==> src/rtl/cache_config_pkg.sv <==
// Shared bus/snoop encodings, FSM state type and default parameters for the
// snoop bus responder.
package cache_config_pkg;

    typedef enum logic [1:0] {
        READ       = 2'd0,
        WRITE      = 2'd1,
        INVALIDATE = 2'd2,
        RWIM       = 2'd3
    } bus_op_t;

    typedef enum logic [1:0] {
        NOHIT = 2'd0,
        HIT   = 2'd1,
        HITM  = 2'd2
    } snoop_result_t;

    typedef enum logic [2:0] {
        ST_IDLE    = 3'd0,
        ST_SNOOP   = 3'd1,
        ST_COLLECT = 3'd2,
        ST_MEM     = 3'd3,
        ST_RESP    = 3'd4
    } state_t;

    // Peers may drive this encoding; it is outside snoop_result_t.
    localparam logic [1:0] RESULT_ILLEGAL = 2'b11;

    localparam int DEF_NUM_PEERS     = 3;
    localparam int DEF_SNOOP_TIMEOUT = 8;
    localparam int DEF_MEM_LATENCY   = 4;

endpackage

==> src/rtl/snoop_result_merge.sv <==
// Combinational priority merge of per-peer snoop results (HITM > HIT > NOHIT).
// Masked-off peers count as NOHIT; an illegal encoding counts as NOHIT and is flagged.
module snoop_result_merge
    import cache_config_pkg::*;
#(
    parameter int NUM_PEERS = DEF_NUM_PEERS
) (
    input  logic [NUM_PEERS-1:0]   valid_i,
    input  logic [2*NUM_PEERS-1:0] result_i,
    output snoop_result_t          merged_o,
    output logic                   illegal_o
);

    snoop_result_t merged;
    logic          illegal;

    always_comb begin
        merged  = NOHIT;
        illegal = 1'b0;
        for (int k = 0; k < NUM_PEERS; k++) begin
            if (valid_i[k]) begin
                if (result_i[2*k +: 2] == RESULT_ILLEGAL) begin
                    illegal = 1'b1;
                end else if (result_i[2*k +: 2] == HITM) begin
                    merged = HITM;
                end else if ((result_i[2*k +: 2] == HIT) && (merged != HITM)) begin
                    merged = HIT;
                end
            end
        end
    end

    assign merged_o  = merged;
    assign illegal_o = illegal;

endmodule

==> src/rtl/snoop_bus_responder.sv <==
// Snoop bus responder: broadcasts an LLC request to the peers, collects and
// merges their results, optionally accesses memory, then returns the merged result.
//
// state   | meaning
// IDLE    | ready for a new request
// SNOOP   | one-cycle broadcast of the latched op/address
// COLLECT | gather peer results until all seen or timeout
// MEM     | memory access (doubled when a peer holds the line modified)
// RESP    | hold response until the LLC accepts it
module snoop_bus_responder
    import cache_config_pkg::*;
#(
    parameter int NUM_PEERS     = DEF_NUM_PEERS,
    parameter int SNOOP_TIMEOUT = DEF_SNOOP_TIMEOUT,
    parameter int MEM_LATENCY   = DEF_MEM_LATENCY
) (
    input  logic                   clk,
    input  logic                   rst_n,
    input  logic                   req_valid,
    output logic                   req_ready,
    input  logic [1:0]             req_op,
    input  logic [31:0]            req_addr,
    output logic                   snoop_valid,
    output logic [1:0]             snoop_op,
    output logic [31:0]            snoop_addr,
    input  logic [NUM_PEERS-1:0]   peer_valid,
    input  logic [2*NUM_PEERS-1:0] peer_result,
    output logic                   rsp_valid,
    input  logic                   rsp_ready,
    output logic [1:0]             rsp_result,
    output logic [1:0]             err,
    output logic [15:0]            txn_count
);

    localparam int TW = $clog2(SNOOP_TIMEOUT + 1);
    localparam int MW = $clog2(2 * MEM_LATENCY + 1);
    localparam logic [TW-1:0] TO_LOAD     = TW'(SNOOP_TIMEOUT - 1);
    localparam logic [MW-1:0] MEM_LOAD    = MW'(MEM_LATENCY - 1);
    localparam logic [MW-1:0] MEM_LOAD_WB = MW'(2 * MEM_LATENCY - 1);

    state_t                 state_q, state_d;
    bus_op_t                op_q;
    logic [31:0]            addr_q;
    logic [NUM_PEERS-1:0]   seen_q;
    logic [2*NUM_PEERS-1:0] res_q;
    logic [TW-1:0]          to_cnt_q;
    logic [MW-1:0]          mem_cnt_q;
    snoop_result_t          rsp_result_q;
    logic [1:0]             err_q;
    logic [15:0]            txn_q;

    logic                   accept;
    logic [NUM_PEERS-1:0]   new_strobe;
    logic [NUM_PEERS-1:0]   eff_valid;
    logic [2*NUM_PEERS-1:0] eff_result;
    logic                   all_seen;
    logic                   collect_exit;
    snoop_result_t          merged;
    logic                   illegal;

    assign accept       = req_valid && (state_q == ST_IDLE);
    assign new_strobe   = (state_q == ST_COLLECT) ? (peer_valid & ~seen_q) : '0;
    assign eff_valid    = seen_q | new_strobe;
    assign all_seen     = &eff_valid;
    assign collect_exit = (state_q == ST_COLLECT) && (all_seen || (to_cnt_q == '0));

    // A peer's first strobe wins; later strobes in the same transaction are ignored.
    always_comb begin
        eff_result = '0;
        for (int k = 0; k < NUM_PEERS; k++) begin
            eff_result[2*k +: 2] = seen_q[k] ? res_q[2*k +: 2] : peer_result[2*k +: 2];
        end
    end

    snoop_result_merge #(
        .NUM_PEERS (NUM_PEERS)
    ) u_merge (
        .valid_i   (eff_valid),
        .result_i  (eff_result),
        .merged_o  (merged),
        .illegal_o (illegal)
    );

    always_ff @(posedge clk or negedge rst_n) begin
        if (!rst_n) begin
            state_q <= ST_IDLE;
        end else begin
            state_q <= state_d;
        end
    end

    always_comb begin
        state_d = state_q;
        unique case (state_q)
            ST_IDLE:    if (req_valid) state_d = ST_SNOOP;
            ST_SNOOP:   state_d = ST_COLLECT;
            ST_COLLECT: if (collect_exit) state_d = (op_q == INVALIDATE) ? ST_RESP : ST_MEM;
            ST_MEM:     if (mem_cnt_q == '0) state_d = ST_RESP;
            ST_RESP:    if (rsp_ready) state_d = ST_IDLE;
            default:    state_d = ST_IDLE;
        endcase
    end

    always_comb begin
        req_ready   = (state_q == ST_IDLE);
        snoop_valid = (state_q == ST_SNOOP);
        rsp_valid   = (state_q == ST_RESP);
    end

    always_ff @(posedge clk or negedge rst_n) begin
        if (!rst_n) begin
            op_q         <= READ;
            addr_q       <= '0;
            seen_q       <= '0;
            res_q        <= '0;
            to_cnt_q     <= '0;
            mem_cnt_q    <= '0;
            rsp_result_q <= NOHIT;
            err_q        <= '0;
            txn_q        <= '0;
        end else begin
            if (accept) begin
                op_q   <= bus_op_t'(req_op);
                addr_q <= req_addr;
                seen_q <= '0;
                res_q  <= '0;
            end

            if (state_q == ST_SNOOP) begin
                to_cnt_q <= TO_LOAD;
            end else if ((state_q == ST_COLLECT) && (to_cnt_q != '0)) begin
                to_cnt_q <= to_cnt_q - 1'b1;
            end

            if (state_q == ST_COLLECT) begin
                seen_q <= eff_valid;
                for (int k = 0; k < NUM_PEERS; k++) begin
                    if (new_strobe[k]) res_q[2*k +: 2] <= peer_result[2*k +: 2];
                end
                if (illegal) err_q[1] <= 1'b1;
            end

            // Silent peers at timeout are simply absent from the merge, i.e. NOHIT.
            if (collect_exit) begin
                rsp_result_q <= merged;
                mem_cnt_q    <= (merged == HITM) ? MEM_LOAD_WB : MEM_LOAD;
                if (!all_seen) err_q[0] <= 1'b1;
            end else if ((state_q == ST_MEM) && (mem_cnt_q != '0)) begin
                mem_cnt_q <= mem_cnt_q - 1'b1;
            end

            if ((state_q == ST_RESP) && rsp_ready) begin
                txn_q <= txn_q + 16'd1;
            end
        end
    end

    assign snoop_op   = op_q;
    assign snoop_addr = addr_q;
    assign rsp_result = rsp_result_q;
    assign err        = err_q;
    assign txn_count  = txn_q;

endmodule

==> config.mk <==
export PLATFORM = sky130hd
export DESIGN_NAME = snoop_bus_responder
export DESIGN_NICKNAME = d
export VERILOG_FILES = /design/src/rtl/cache_config_pkg.sv /design/src/rtl/snoop_result_merge.sv /design/src/rtl/snoop_bus_responder.sv
export SDC_FILE = /design/constraint.sdc
export NUM_CORES = 1
export LEC_CHECK = 0
export ABC_AREA = 1
export CAP_MARGIN = 10
export CORE_MARGIN = 8
export CORE_UTILIZATION = 52
export CTS_BUF_LIST = sky130_fd_sc_hd__clkbuf_4
export CTS_CLUSTER_SIZE = 30
export DETAILED_ROUTE_END_ITERATION = 12
export GPL_TIMING_DRIVEN = 0
export PLACE_DENSITY = 0.87
export SYNTH_ARGS = -nofsm -noshare
export SYNTH_HDL_FRONTEND = slang
export SYNTH_SLANG_ARGS = --single-unit
==> constraint.sdc <==
create_clock -name clk -period 3.08 [get_ports clk]
set_clock_uncertainty 0.1 [all_clocks]
set_input_delay 0.308 -clock clk [delete_from_list [all_inputs] [get_ports clk]]
set_output_delay 0.308 -clock clk [all_outputs]
set_load 0.01 [all_outputs]
==> results of run 1 <==
-- layout make-up --
class	count	area, µm²	area share [%]
clock buffer	11	82.6	1.75
multi-input combinational	281	1340	28.3
clock inverter	5	103	2.17
inverter	41	154	3.26
sequential	74	1850	39.2
buffer	8	36.3	0.768
tap	77	96.3	2.04
timing repair buffer	105	1070	22.6
-- Yosys cell counts --
library cell,count
sky130_fd_sc_hd__a21oi_1,5
sky130_fd_sc_hd__a31o_2,1
sky130_fd_sc_hd__buf_2,5
sky130_fd_sc_hd__clkbuf_1,3
sky130_fd_sc_hd__dfrtp_1,74
sky130_fd_sc_hd__ha_1,3
sky130_fd_sc_hd__inv_1,41
sky130_fd_sc_hd__nand2_1,164
sky130_fd_sc_hd__nand2_2,2
sky130_fd_sc_hd__nand3_1,24
sky130_fd_sc_hd__nand3_2,2
sky130_fd_sc_hd__nand3_4,1
sky130_fd_sc_hd__nand3b_1,2
sky130_fd_sc_hd__nand4_1,5
sky130_fd_sc_hd__nor2_1,18
sky130_fd_sc_hd__nor2_2,5
sky130_fd_sc_hd__nor2_4,3
sky130_fd_sc_hd__nor3_1,7
sky130_fd_sc_hd__nor3b_1,1
sky130_fd_sc_hd__o211ai_1,1
sky130_fd_sc_hd__o21ai_0,20
sky130_fd_sc_hd__xnor2_1,8
sky130_fd_sc_hd__xor2_1,9
-- through the flow --
step / cells / setup WS (ns) / total power, µW / util [%]
2_1_floorplan: 404 / 1.53 / 2530 / -
5_1_grt: 602 / 0.575 / 4480 / 74.8
3_5_place_dp: 585 / 0.999 / 3400 / 71.7
3_3_place_gp: 584 / -0.983 / 3310 / 71.3
6_report: 602 / 0.640 / 4160 / 74.8
4_1_cts: 602 / 0.644 / 4190 / 74.8
-- metal layers --
metal	global-route usage (%)	part of all wire (%)	vias to the layer above
met3	9.04	8.9	17
met1	22.2	39	1403
met5	0	0	-
met2	33.7	50	72
li1	-	-	1489
met4	9.08	2.3	0
-- registers in the layout, indices dropped and copies added, names as in the netlist --
name,count
state_q,3
mem_cnt_q,4
seen_q,3
rsp_result,2
res_q,6
err,2
txn_count,16
to_cnt_q,4
snoop_op,2
snoop_addr,32
-- worst max-delay path by stage --
stage,start,endpoint,cells past startpoint
floorplan,txn_count[0],txn_count[14],7
global placement,rst_n,snoop_addr[17],1
detailed placement,peer_valid[0],mem_cnt_q[2],12
CTS,state_q[2],snoop_valid,2
global route,state_q[2],snoop_valid,2
finish,state_q[2],snoop_valid,2
-- power groups by stage --
stage	sequential [µW]	clock, µW	combinational, µW
finish	1560	769	1830
global route	1600	816	2060
CTS	1560	780	1850
detailed placement	1570	0	1830
global placement	1550	0	1760
floorplan	1650	0	874
-- timing repair --
action,CTS,global route
setup endpoints to repair,0,0
hold buffers,1,0
hold endpoints to repair,74,0
-- cells by family after synthesis --
kind of cell / share of synthesized area [%]
adders and majority gates: 1.11
xor gates and xnor gates: 4.41
and+or+nand+nor: 29.8
buffers and inverters: 5.63
DFF: 54.8
AOI/OAI and AO/OA: 4.19
==> impl_summary.md, run 1 <==
Final layout
The relative area change from synthesis to final layout is 39.9%. After filler insertion, the fill cell instance count of the layout stands at 458. The fraction of final layout cells with drive strength greater than 1 is 6.86%.

The antenna diode count is 0. The most common cell after layout, fill and taps aside is sky130_fd_sc_hd__nand2_1. After routing the design area is 0.00472 mm². Leaving out fill and tap cells, the most frequent cells in the layout are sky130_fd_sc_hd__nand2_1 (164), sky130_fd_sc_hd__clkdlybuf4s50_1 (102), sky130_fd_sc_hd__dfrtp_1 (74).

The net count of the finished layout is 570.

STA
The final period demand of the worst path is 2.44 ns. The number of endpoints with negative hold slack in the final report is 0. The timing-limited maximum frequency is 410 MHz. Setup repair after global routing left no endpoint under its margin. The actual transition at the worst max-transition pin is 0.541 ns.

The final setup violation count is 0. After layout, the worst path uses 79.2% of the clock period. The tightest hold path in the finished design has a slack of 0.164 ns.

The final-report max-slew violation count is 0. The worst slew margin relative to its limit is 63.6%. After routing, the total negative slack on setup checks comes to 0 ns.

Critical path
The startpoint identified for the worst register-to-register timing path is to_cnt_q[0]. The required time reported for the critical path endpoint is 2.67 ns. The critical path's slowest cell is sky130_fd_sc_hd__clkdlybuf4s50_1. The number of buffer and inverter stages on the critical path is 1.

The critical path class is reg -> out. The number of cells on the worst reg-to-reg path is 10. STA classifies the critical path startpoint as a flop. The maximum fanout count along the critical path is 5. Data on the critical path arrives at its endpoint at 2.03 ns. The category of the worst setup path capture point is an output pin. Across all register-to-register paths, the minimum setup slack is 1.29 ns.

The critical path's largest stage delay is 0.67 ns. Grouping stages by cell kind, the critical path spends the most delay in buffers and inverters. The critical path goes through nor3_1 -> clkdlybuf4s50_1. The end of the worst register-to-register path is state_q[0].

Route
The total number of vias is 2,981. For this block, the initial DRC count from the detailed router was 137. Summed over all layers, the routed wires come to 8.83 mm. The remaining antenna violation count after routing is 0. Dividing the detail-routed wire length by the instance count gives 14.7 µm. The first TritonRoute pass finished after 4 iterations.

The average via count per standard cell is 4.95. For this run, design rule violations remaining after detail routing come to 0.

Floorplanning
For this configuration, the core starts out at a cell density of 53.5%. The floorplan step set the die height to 96.6 µm. The area inside the core boundary is 0.00631 mm². The floorplan has 29 rows. The width of the die is 96.6 µm. For this design the top-level I/O count stands at 104. The area of the die is 0.00933 mm².

Global routing
The maximum number of pins on one net before global-route repair is 63. The total overflow left after global routing is 0. The all-layer global routing usage is 20.4%.

The first global-routing pass estimated 14.6 mm of wire. The number of antenna violations at the first check in global routing came to 0. The number of global-route vias before repair is 3,144.

CTS
The clock slew at the register clock pins of the worst setup and hold paths is 0.13 ns. In this run, post-CTS repair resized a total of 0 instances. The maximum number of buffers from clock root to sink is 2. TritonCTS built the clock tree. The tree is rooted in a sky130_fd_sc_hd__clkbuf_4. The clock latency of the later-clocked register in the worst-skew pair is 0.42 ns. The number of clock sinks seen by CTS is 74. The H-tree was split into 3 levels. The number of setup buffers added after CTS is 0. Buffers inserted during clock tree synthesis total 9.

Placed design
Routability-driven placement finished with a final weighted congestion of 0.833. In this run the cell area measured after placement is 0.00453 mm². The HPWL after detailed placement is 6.73 mm. The number of input and output port buffers inserted is 103.

Min path
The type of the tightest min-delay check is in -> async.

Synth
The share of synthesized area in the top cell type comes to 54.8%. Synthesis produced a netlist whose cell count is 404. For this run, the number of Yosys warnings is 0. The cell taking the most area after synthesis is sky130_fd_sc_hd__dfrtp_1.

The number of nets in the synthesized netlist is 454. Yosys attributes the largest share of cell area to sky130_fd_sc_hd__dfrtp_1 (55%), sky130_fd_sc_hd__nand2_1 (18%), sky130_fd_sc_hd__inv_1 (4.6%), sky130_fd_sc_hd__nand3_1 (3.6%), sky130_fd_sc_hd__o21ai_0 (3.0%). The post-synthesis register bit count is 74. For this run, the register share of the synthesized area comes to 54.8%. The cell area after synthesis is 0.00338 mm². The synthesized netlist contains 23 unique library cells.

The synthesized area per cell is 8.36 µm².

Power and ir drop
IR analysis of the VDD net gives a maximum drop of 0.649 mV. The switching portion of total power is 37.5%. Combinational cells account for 44.0% of the total power. The switching power of the nets is 1560 µW.

The sequential fraction of design power is 37.5%. The total power per unit cell area is 881 mW/mm². Cell internal power was estimated by the tool at 2600 µW. The clock network burns 18.5% of the power.

The static leakage is 0.00237 µW.

Job
The max capacitance violation total is 0.

Run status
The run finished with clean final reports.
(Power assumes the default switching activity.)
==> run 2, diff against run 1 <==
--- a/config.mk
+++ b/config.mk
@@ -8,12 +8,12 @@
 export ABC_AREA = 1
 export CAP_MARGIN = 10
 export CORE_MARGIN = 8
-export CORE_UTILIZATION = 52
+export CORE_UTILIZATION = 44
 export CTS_BUF_LIST = sky130_fd_sc_hd__clkbuf_4
 export CTS_CLUSTER_SIZE = 30
 export DETAILED_ROUTE_END_ITERATION = 12
 export GPL_TIMING_DRIVEN = 0
-export PLACE_DENSITY = 0.87
+export PLACE_DENSITY = 0.78
 export SYNTH_ARGS = -nofsm -noshare
 export SYNTH_HDL_FRONTEND = slang
 export SYNTH_SLANG_ARGS = --single-unit
==> constraint.sdc (replaced) <==
create_clock -name clk -period 2.2 [get_ports clk]
set_clock_uncertainty 0.1 [all_clocks]
set_input_delay 0.22 -clock clk [delete_from_list [all_inputs] [get_ports clk]]
set_output_delay 0.22 -clock clk [all_outputs]
set_load 0.01 [all_outputs]
==> run 2 against run 1 <==
Against the previous run:
- setup slack worse by 0.49 ns
- non-clock buffer count unchanged
- sequential cell count stayed put
- critical path depth rose by 2
- register-to-register slack worse by 0.92 ns
- design area increased by 1.2%
- largest cell class unchanged
==> impl_summary.md, run 2 (synthesis results as in run 1) <==
Final layout
The relative area change from synthesis to final layout is 41.6% (was 39.9%). The most common cell after layout, fill and taps aside is sky130_fd_sc_hd__nand2_1 (unchanged). The antenna diode count is 0 (unchanged). The fraction of final layout cells with drive strength greater than 1 is 7.24% (was 6.86%). Highest-count cells in the layout ignoring fill and taps: sky130_fd_sc_hd__nand2_1 (164), sky130_fd_sc_hd__clkdlybuf4s50_1 (101), sky130_fd_sc_hd__dfrtp_1 (74) (was sky130_fd_sc_hd__nand2_1 (164), sky130_fd_sc_hd__clkdlybuf4s50_1 (102), sky130_fd_sc_hd__dfrtp_1 (74)). The post-route non-filler standard cell count is 627 (was 602). The net count of the finished layout came to 570 (unchanged). The number of flip-flops under the largest register name is 32 (unchanged). The core occupancy in the finished layout came to 63.2% (was 74.8%).

CTS
The number of clock sinks seen by CTS came to 74 (unchanged). The CTS tree is built (unchanged). The total clock buffers created by CTS is 9 (unchanged). The number of H-tree branching levels was 3 (unchanged). The clock latency of the later-clocked register in the worst-skew pair is 0.42 ns (about the same). The number of setup buffers added after CTS is 0 (unchanged). The maximum number of buffers from clock root to sink was 2 (unchanged). The CTS root buffer is sky130_fd_sc_hd__clkbuf_4 (unchanged). The clock slew at the register clock pins of the worst setup and hold paths is 0.12 ns (was 0.13 ns).

STA
The worst slew margin relative to its limit is 66.7% (was 63.6%). The number of endpoints with negative hold slack in the final report is 0 (unchanged). The timing-limited maximum frequency is 488 MHz.

The actual transition at the worst max-transition pin came to 0.499 ns (was 0.541 ns). Unrepaired setup endpoints after global routing: no (unchanged). The final-report max-slew violation count is 0 (unchanged).

The share of the clock period used by the worst path after layout is 93.1%. The final setup violation count is 0 (unchanged). The final period demand of the worst path is 2.05 ns.

Placed design
The final RePlAce weighted congestion is 0.813 (was 0.833). The HPWL after detailed placement came to 6.47 mm (was 6.73 mm). The total instance count after detailed placement is 610 (was 585). The number of input and output port buffers inserted was 103 (unchanged).

Job
The max capacitance violation total is 0 (unchanged).

Power and ir drop
The total power per unit cell area is 1240 mW/mm² (was 881 mW/mm²). The static leakage came to 0.00239 µW (was 0.00237 µW). The maximum VDD drop was 0.686 mV (was 0.649 mV).

Route
The violation count after the first detailed-route iteration is 93 (was 137). The remaining antenna violation count after routing came to 0 (unchanged). The DRC violations left is 0 (unchanged). The average wire length per cell after detail routing is 13.5 µm (was 14.7 µm). The detailed-routing iteration count for the pre-antenna-repair pass is 4 (unchanged). The average via count per standard cell was 4.73 (was 4.95). The total number of vias is 2,965 (was 2,981). The total length of routed wires is 8.45 mm (was 8.83 mm).

Run status
Outcome: complete, no violations (unchanged).

Floorplanning
The number of cell rows is 32 (was 29). The width of the die is 104 µm (was 96.6 µm). The area inside the core boundary came to 0.00757 mm² (was 0.00631 mm²). The area of the die is 0.0107 mm² (was 0.00933 mm²). The I/O pin count is 104 (unchanged). The initial core utilization is 44.6% (was 53.5%). The die outline height is 104 µm (was 96.6 µm).

Global routing
The number of antenna violations at the first check in global routing is 0 (unchanged). The number of global-route vias before repair was 3,161 (was 3,144). The all-layer global routing usage is 16.4% (was 20.4%).

The overall overflow remaining after global route is 0 (unchanged). The maximum number of pins on one net before global-route repair is 43 (was 63). The global-route wire length before repair is 14.5 mm (was 14.6 mm).

Critical path
The number of cells on the worst reg-to-reg path is 11 (was 10). The arrival time at the worst endpoint is 1.73 ns (was 2.03 ns). The required time reported for the critical path endpoint is 1.88 ns (was 2.67 ns). The category of the worst setup path capture point was an output pin (unchanged). The critical path class is reg -> out (unchanged). The element type at the critical path start is a flop (unchanged). The maximum fanout count along the critical path is 3 (was 5).

Min path
The type of the tightest min-delay check is in -> async (unchanged).
run 2: per-layer routing:
metal	part of all wire (%)	up-vias	GRT usage (%)
met2	48	78	27.5
met5	0	-	0
li1	-	1494	-
met1	41	1379	17.1
met4	1.9	0	8.81
met3	9.1	14	6.75
run 2: repair_timing:
action	in CTS	in global routing
gates resized for setup	2	2
setup endpoints to repair	1	2
hold buffers	1	0
hold endpoints to repair	32	0
run 2: area by class of cell:
type / instances / area [µm²]
clock inverters: 6 / 129
flip-flops and latches: 74 / 1850
well taps: 102 / 128
clock buffers: 10 / 75.1
fillers: 643 / 2780
multi-input cells: 281 / 1350
inverters: 41 / 154
plain buffers: 8 / 36.3
repair buffers: 105 / 1060
run 2: final timing paths:
path / from / slack [ns] / end
worst min-delay path: rst_n / 0.18 / txn_count[14]
max in group asynchronous: rst_n / 1.24 / snoop_addr[30]
min in group clk: req_addr[18] / 0.22 / snoop_addr[18]
worst max register to register: state_q[1] / 0.37 / mem_cnt_q[2]
worst min register to register: err[1] / 0.37 / err[1]
worst max-delay path: state_q[1] / 0.15 / rsp_valid
run 2: worst max-delay path, stage by stage, from the launching register on:
cell	delay, ns
sky130_fd_sc_hd__dfrtp_1	0.44
sky130_fd_sc_hd__nor2_2	0.13
sky130_fd_sc_hd__nand2_2	0.08
sky130_fd_sc_hd__inv_1	0.11
sky130_fd_sc_hd__clkdlybuf4s50_1	0.55
run 2: stage by stage:
step | power (µW) | setup WS (ns) | area [µm²] | setup TNS (ns) | hold slack (ns)
after floorplan | 3540 | 0.647 | 3380 | 0 | -0.176
after global placement | 4650 | -1.79 | 4540 | -132.23 | 0.347
after detailed placement | 4750 | 0.186 | 4550 | 0 | 0.0978
after CTS | 5970 | 0.0541 | 4780 | 0 | 0.162
after global routing | 6390 | 0.0211 | 4780 | 0 | 0.190
final | 5910 | 0.153 | 4780 | 0 | 0.184
run 2: power breakdown:
part	switching, µW	leakage [µW]	internal [µW]	total [µW]
clock	477	0.000108	698	1170
combinational	1360	0.00135	1180	2540
sequential	338	0.000934	1860	2190
total	2180	0.00239	3730	5910
==> run 3, diff against run 2 <==
--- a/config.mk
+++ b/config.mk
@@ -8,12 +8,12 @@
 export ABC_AREA = 1
 export CAP_MARGIN = 10
 export CORE_MARGIN = 8
-export CORE_UTILIZATION = 44
+export CORE_UTILIZATION = 50
 export CTS_BUF_LIST = sky130_fd_sc_hd__clkbuf_4
 export CTS_CLUSTER_SIZE = 30
 export DETAILED_ROUTE_END_ITERATION = 12
 export GPL_TIMING_DRIVEN = 0
-export PLACE_DENSITY = 0.78
+export PLACE_DENSITY = 0.84
 export SYNTH_ARGS = -nofsm -noshare
 export SYNTH_HDL_FRONTEND = slang
 export SYNTH_SLANG_ARGS = --single-unit
==> constraint.sdc (replaced) <==
create_clock -name clk -period 2.6 [get_ports clk]
set_clock_uncertainty 0.1 [all_clocks]
set_input_delay 0.26 -clock clk [delete_from_list [all_inputs] [get_ports clk]]
set_output_delay 0.26 -clock clk [all_outputs]
set_load 0.01 [all_outputs]
==> run 3 against run 2 <==
Against the previous run:
- critical path depth is 2 lower
- register-to-register slack improved by 0.43 ns
- design area shrank 2.9%
- total power down 22%
- global-route usage up 1.8 points
- via count fell by 0.71%
- die area decreased by 10%
- clock power down 50%
- wire length increased by 0.43%
- hold slack improved by 0.016 ns
- critical endpoint is now snoop_valid
==> impl_summary.md, run 3 (synthesis results as in run 1) <==
Final layout
Highest-count cells in the layout ignoring fill and taps: sky130_fd_sc_hd__nand2_1 (164), sky130_fd_sc_hd__clkdlybuf4s50_1 (102), sky130_fd_sc_hd__dfrtp_1 (74) (was sky130_fd_sc_hd__nand2_1 (164), sky130_fd_sc_hd__clkdlybuf4s50_1 (101), sky130_fd_sc_hd__dfrtp_1 (74)). The antenna diode count is 0 (unchanged). The number of flip-flops under the largest register name is 32 (unchanged). The most common cell after layout, fill and taps aside was sky130_fd_sc_hd__nand2_1 (unchanged). The fraction of final layout cells with drive strength greater than 1 is 6.48% (was 7.24%). The relative area change from synthesis to final layout was 37.6% (was 41.6%). The core occupancy in the finished layout came to 69.6% (was 63.2%). The summed area of non-filler cells in the final layout was 0.00465 mm² (was 0.00478 mm²). The net count of the finished layout was 570 (unchanged).

Placed design
The post-placement cell area came to 0.00453 mm² (was 0.00455 mm²). The number of input and output port buffers inserted came to 103 (unchanged). The pre-CTS worst setup slack came to 0.557 ns (was 0.186 ns). The final RePlAce weighted congestion is 0.822 (was 0.813). The HPWL after detailed placement came to 6.56 mm (was 6.47 mm).

Global routing
The met2 routing resource usage after global routing was 30.4% (was 27.5%). The global-route wire length before repair came to 14.2 mm (was 14.5 mm). The global-route track usage on met1 is 19.7% (was 17.1%).

The number of antenna violations at the first check in global routing is 0 (unchanged). The overall overflow remaining after global route is 0 (unchanged). The all-layer global routing usage is 18.1% (was 16.4%). The most utilized layer in the global route result is met2 (unchanged). The number of global-route vias before repair is 3,052 (was 3,161). The maximum number of pins on one net before global-route repair is 51 (was 43). The met3 track utilization from global routing is 8.46% (was 6.75%).

STA
The actual transition at the worst max-transition pin is 0.525 ns (was 0.499 ns). The share of the clock period used by the worst path after layout is 90.9%. The total negative setup slack is 0 ns (unchanged). Unrepaired setup endpoints after global routing: no (unchanged).

The final period demand of the worst path is 2.36 ns. The post-layout worst setup margin is 0.237 ns (was 0.153 ns). Static timing analysis puts the maximum clock frequency at 423 MHz. The final setup violation count is 0 (unchanged). The worst slew margin relative to its limit is 64.7% (was 66.7%). The number of endpoints with negative hold slack in the final report came to 0 (unchanged).

The final-report max-slew violation count is 0 (unchanged).

Critical path
The element type at the critical path start is a flop (unchanged). The category of the worst setup path capture point is an output pin (unchanged). The required time reported for the critical path endpoint is 2.24 ns (was 1.88 ns).

The arrival time at the worst endpoint is 2.00 ns (was 1.73 ns). The maximum fanout count along the critical path is 5 (was 3). The critical path class is reg -> out (unchanged).

Floorplanning
The width of the die is 98.2 µm (was 104 µm). The number of cell rows is 30 (was 32). The die outline height is 98.2 µm (was 104 µm). The area of the die is 0.00964 mm² (was 0.0107 mm²). The initial core utilization is 50.5% (was 44.6%). The area inside the core boundary is 0.00668 mm² (was 0.00757 mm²). The I/O pin count is 104 (unchanged).

CTS
The CTS root buffer is sky130_fd_sc_hd__clkbuf_4 (unchanged). The clock slew at the register clock pins of the worst setup and hold paths was 0.12 ns (about the same). The number of setup buffers added after CTS is 0 (unchanged). The total of hold buffers inserted after clock tree synthesis is 1 (unchanged). The number of clock sinks seen by CTS was 74 (unchanged).

The maximum number of buffers from clock root to sink was 2 (unchanged). The total clock buffers created by CTS is 9 (unchanged). The number of H-tree branching levels is 3 (unchanged). The CTS tree is built (unchanged). The count of cells resized by post-cts repair is 0 (was 2).

The clock latency of the later-clocked register in the worst-skew pair is 0.40 ns (was 0.42 ns).

Power and ir drop
The switching portion of total power is 39.6% (was 36.8%). The design internal power came to 2770 µW (was 3730 µW). The share of power burned in the clock network was 12.8% (was 19.9%).

The total power per unit cell area is 989 mW/mm² (was 1240 mW/mm²). The static leakage is 0.00234 µW (was 0.00239 µW). The sequential fraction of design power is 40.1% (was 37.1%).

The combinational fraction of design power is 47.1% (was 43.0%). The switching power of the nets came to 1820 µW (was 2180 µW). The maximum VDD drop was 0.622 mV (was 0.686 mV). The overall power consumption is 4600 µW (was 5910 µW).

Route
The average wire length per cell after detail routing is 14.0 µm (was 13.5 µm). The total number of vias is 2,944 (was 2,965). The DRC violations left is 0 (unchanged). The total length of routed wires is 8.49 mm (was 8.45 mm). The average via count per standard cell is 4.87 (was 4.73). The remaining antenna violation count after routing is 0 (unchanged). The violation count after the first detailed-route iteration came to 91 (was 93).

The detailed-routing iteration count for the pre-antenna-repair pass is 4 (unchanged).

Min path
The type of the tightest min-delay check is in -> async (unchanged).

Job
The max capacitance violation total is 0 (unchanged).

Run status
Outcome: complete, no violations (unchanged).
run 3: area by class of cell:
cell class	instances	area, µm²
fill	541	2030
sequential	74	1850
multi-input combinational	281	1340
timing repair buffer	105	1070
inverter	41	154
tap	80	100
clock buffer	11	82.6
buffer	8	36.3
clock inverter	5	21.3
run 3: routing by layer:
layer  vias up  share of wire, %
met1      1349                41
met4         0               1.3
met3        12               9.5
li1       1503                 -
met5         -                 0
met2        80                48
run 3: worst paths after layout:
path | end | cells past startpoint | start | slack [ns]
worst max register to register | mem_cnt_q[2] | 10 | state_q[2] | 0.80
worst min-delay path | txn_count[12] | 2 | rst_n | 0.20
min in group clk | snoop_addr[4] | 3 | req_addr[4] | 0.28
max in group asynchronous | snoop_addr[11] | 3 | rst_n | 1.63
worst max-delay path | snoop_valid | 2 | state_q[2] | 0.24
worst min register to register | err[1] | 2 | err[1] | 0.37
run 3: stage by stage:
| stage | instances | hold slack [ns] |
|---|---|---|
| 6_report | 605 | 0.199 |
| 5_1_grt | 605 | 0.215 |
| 4_1_cts | 605 | 0.182 |
| 3_5_place_dp | 588 | 0.0953 |
| 3_3_place_gp | 587 | 0.346 |
| 2_1_floorplan | 404 | -0.136 |
run 3: critical path, cell delays in order (launching register included):
cell and delay (ns):
sky130_fd_sc_hd__dfrtp_1 0.47, sky130_fd_sc_hd__nor3_1 0.48, sky130_fd_sc_hd__clkdlybuf4s50_1 0.66
run 3: power groups by stage:
stage	clock, µW	sequential (µW)	combinational, µW
floorplan	0	1960	1040
global placement	0	1840	2090
detailed placement	0	1860	2170
CTS	599	1840	2190
global route	644	1900	2440
finish	587	1850	2160
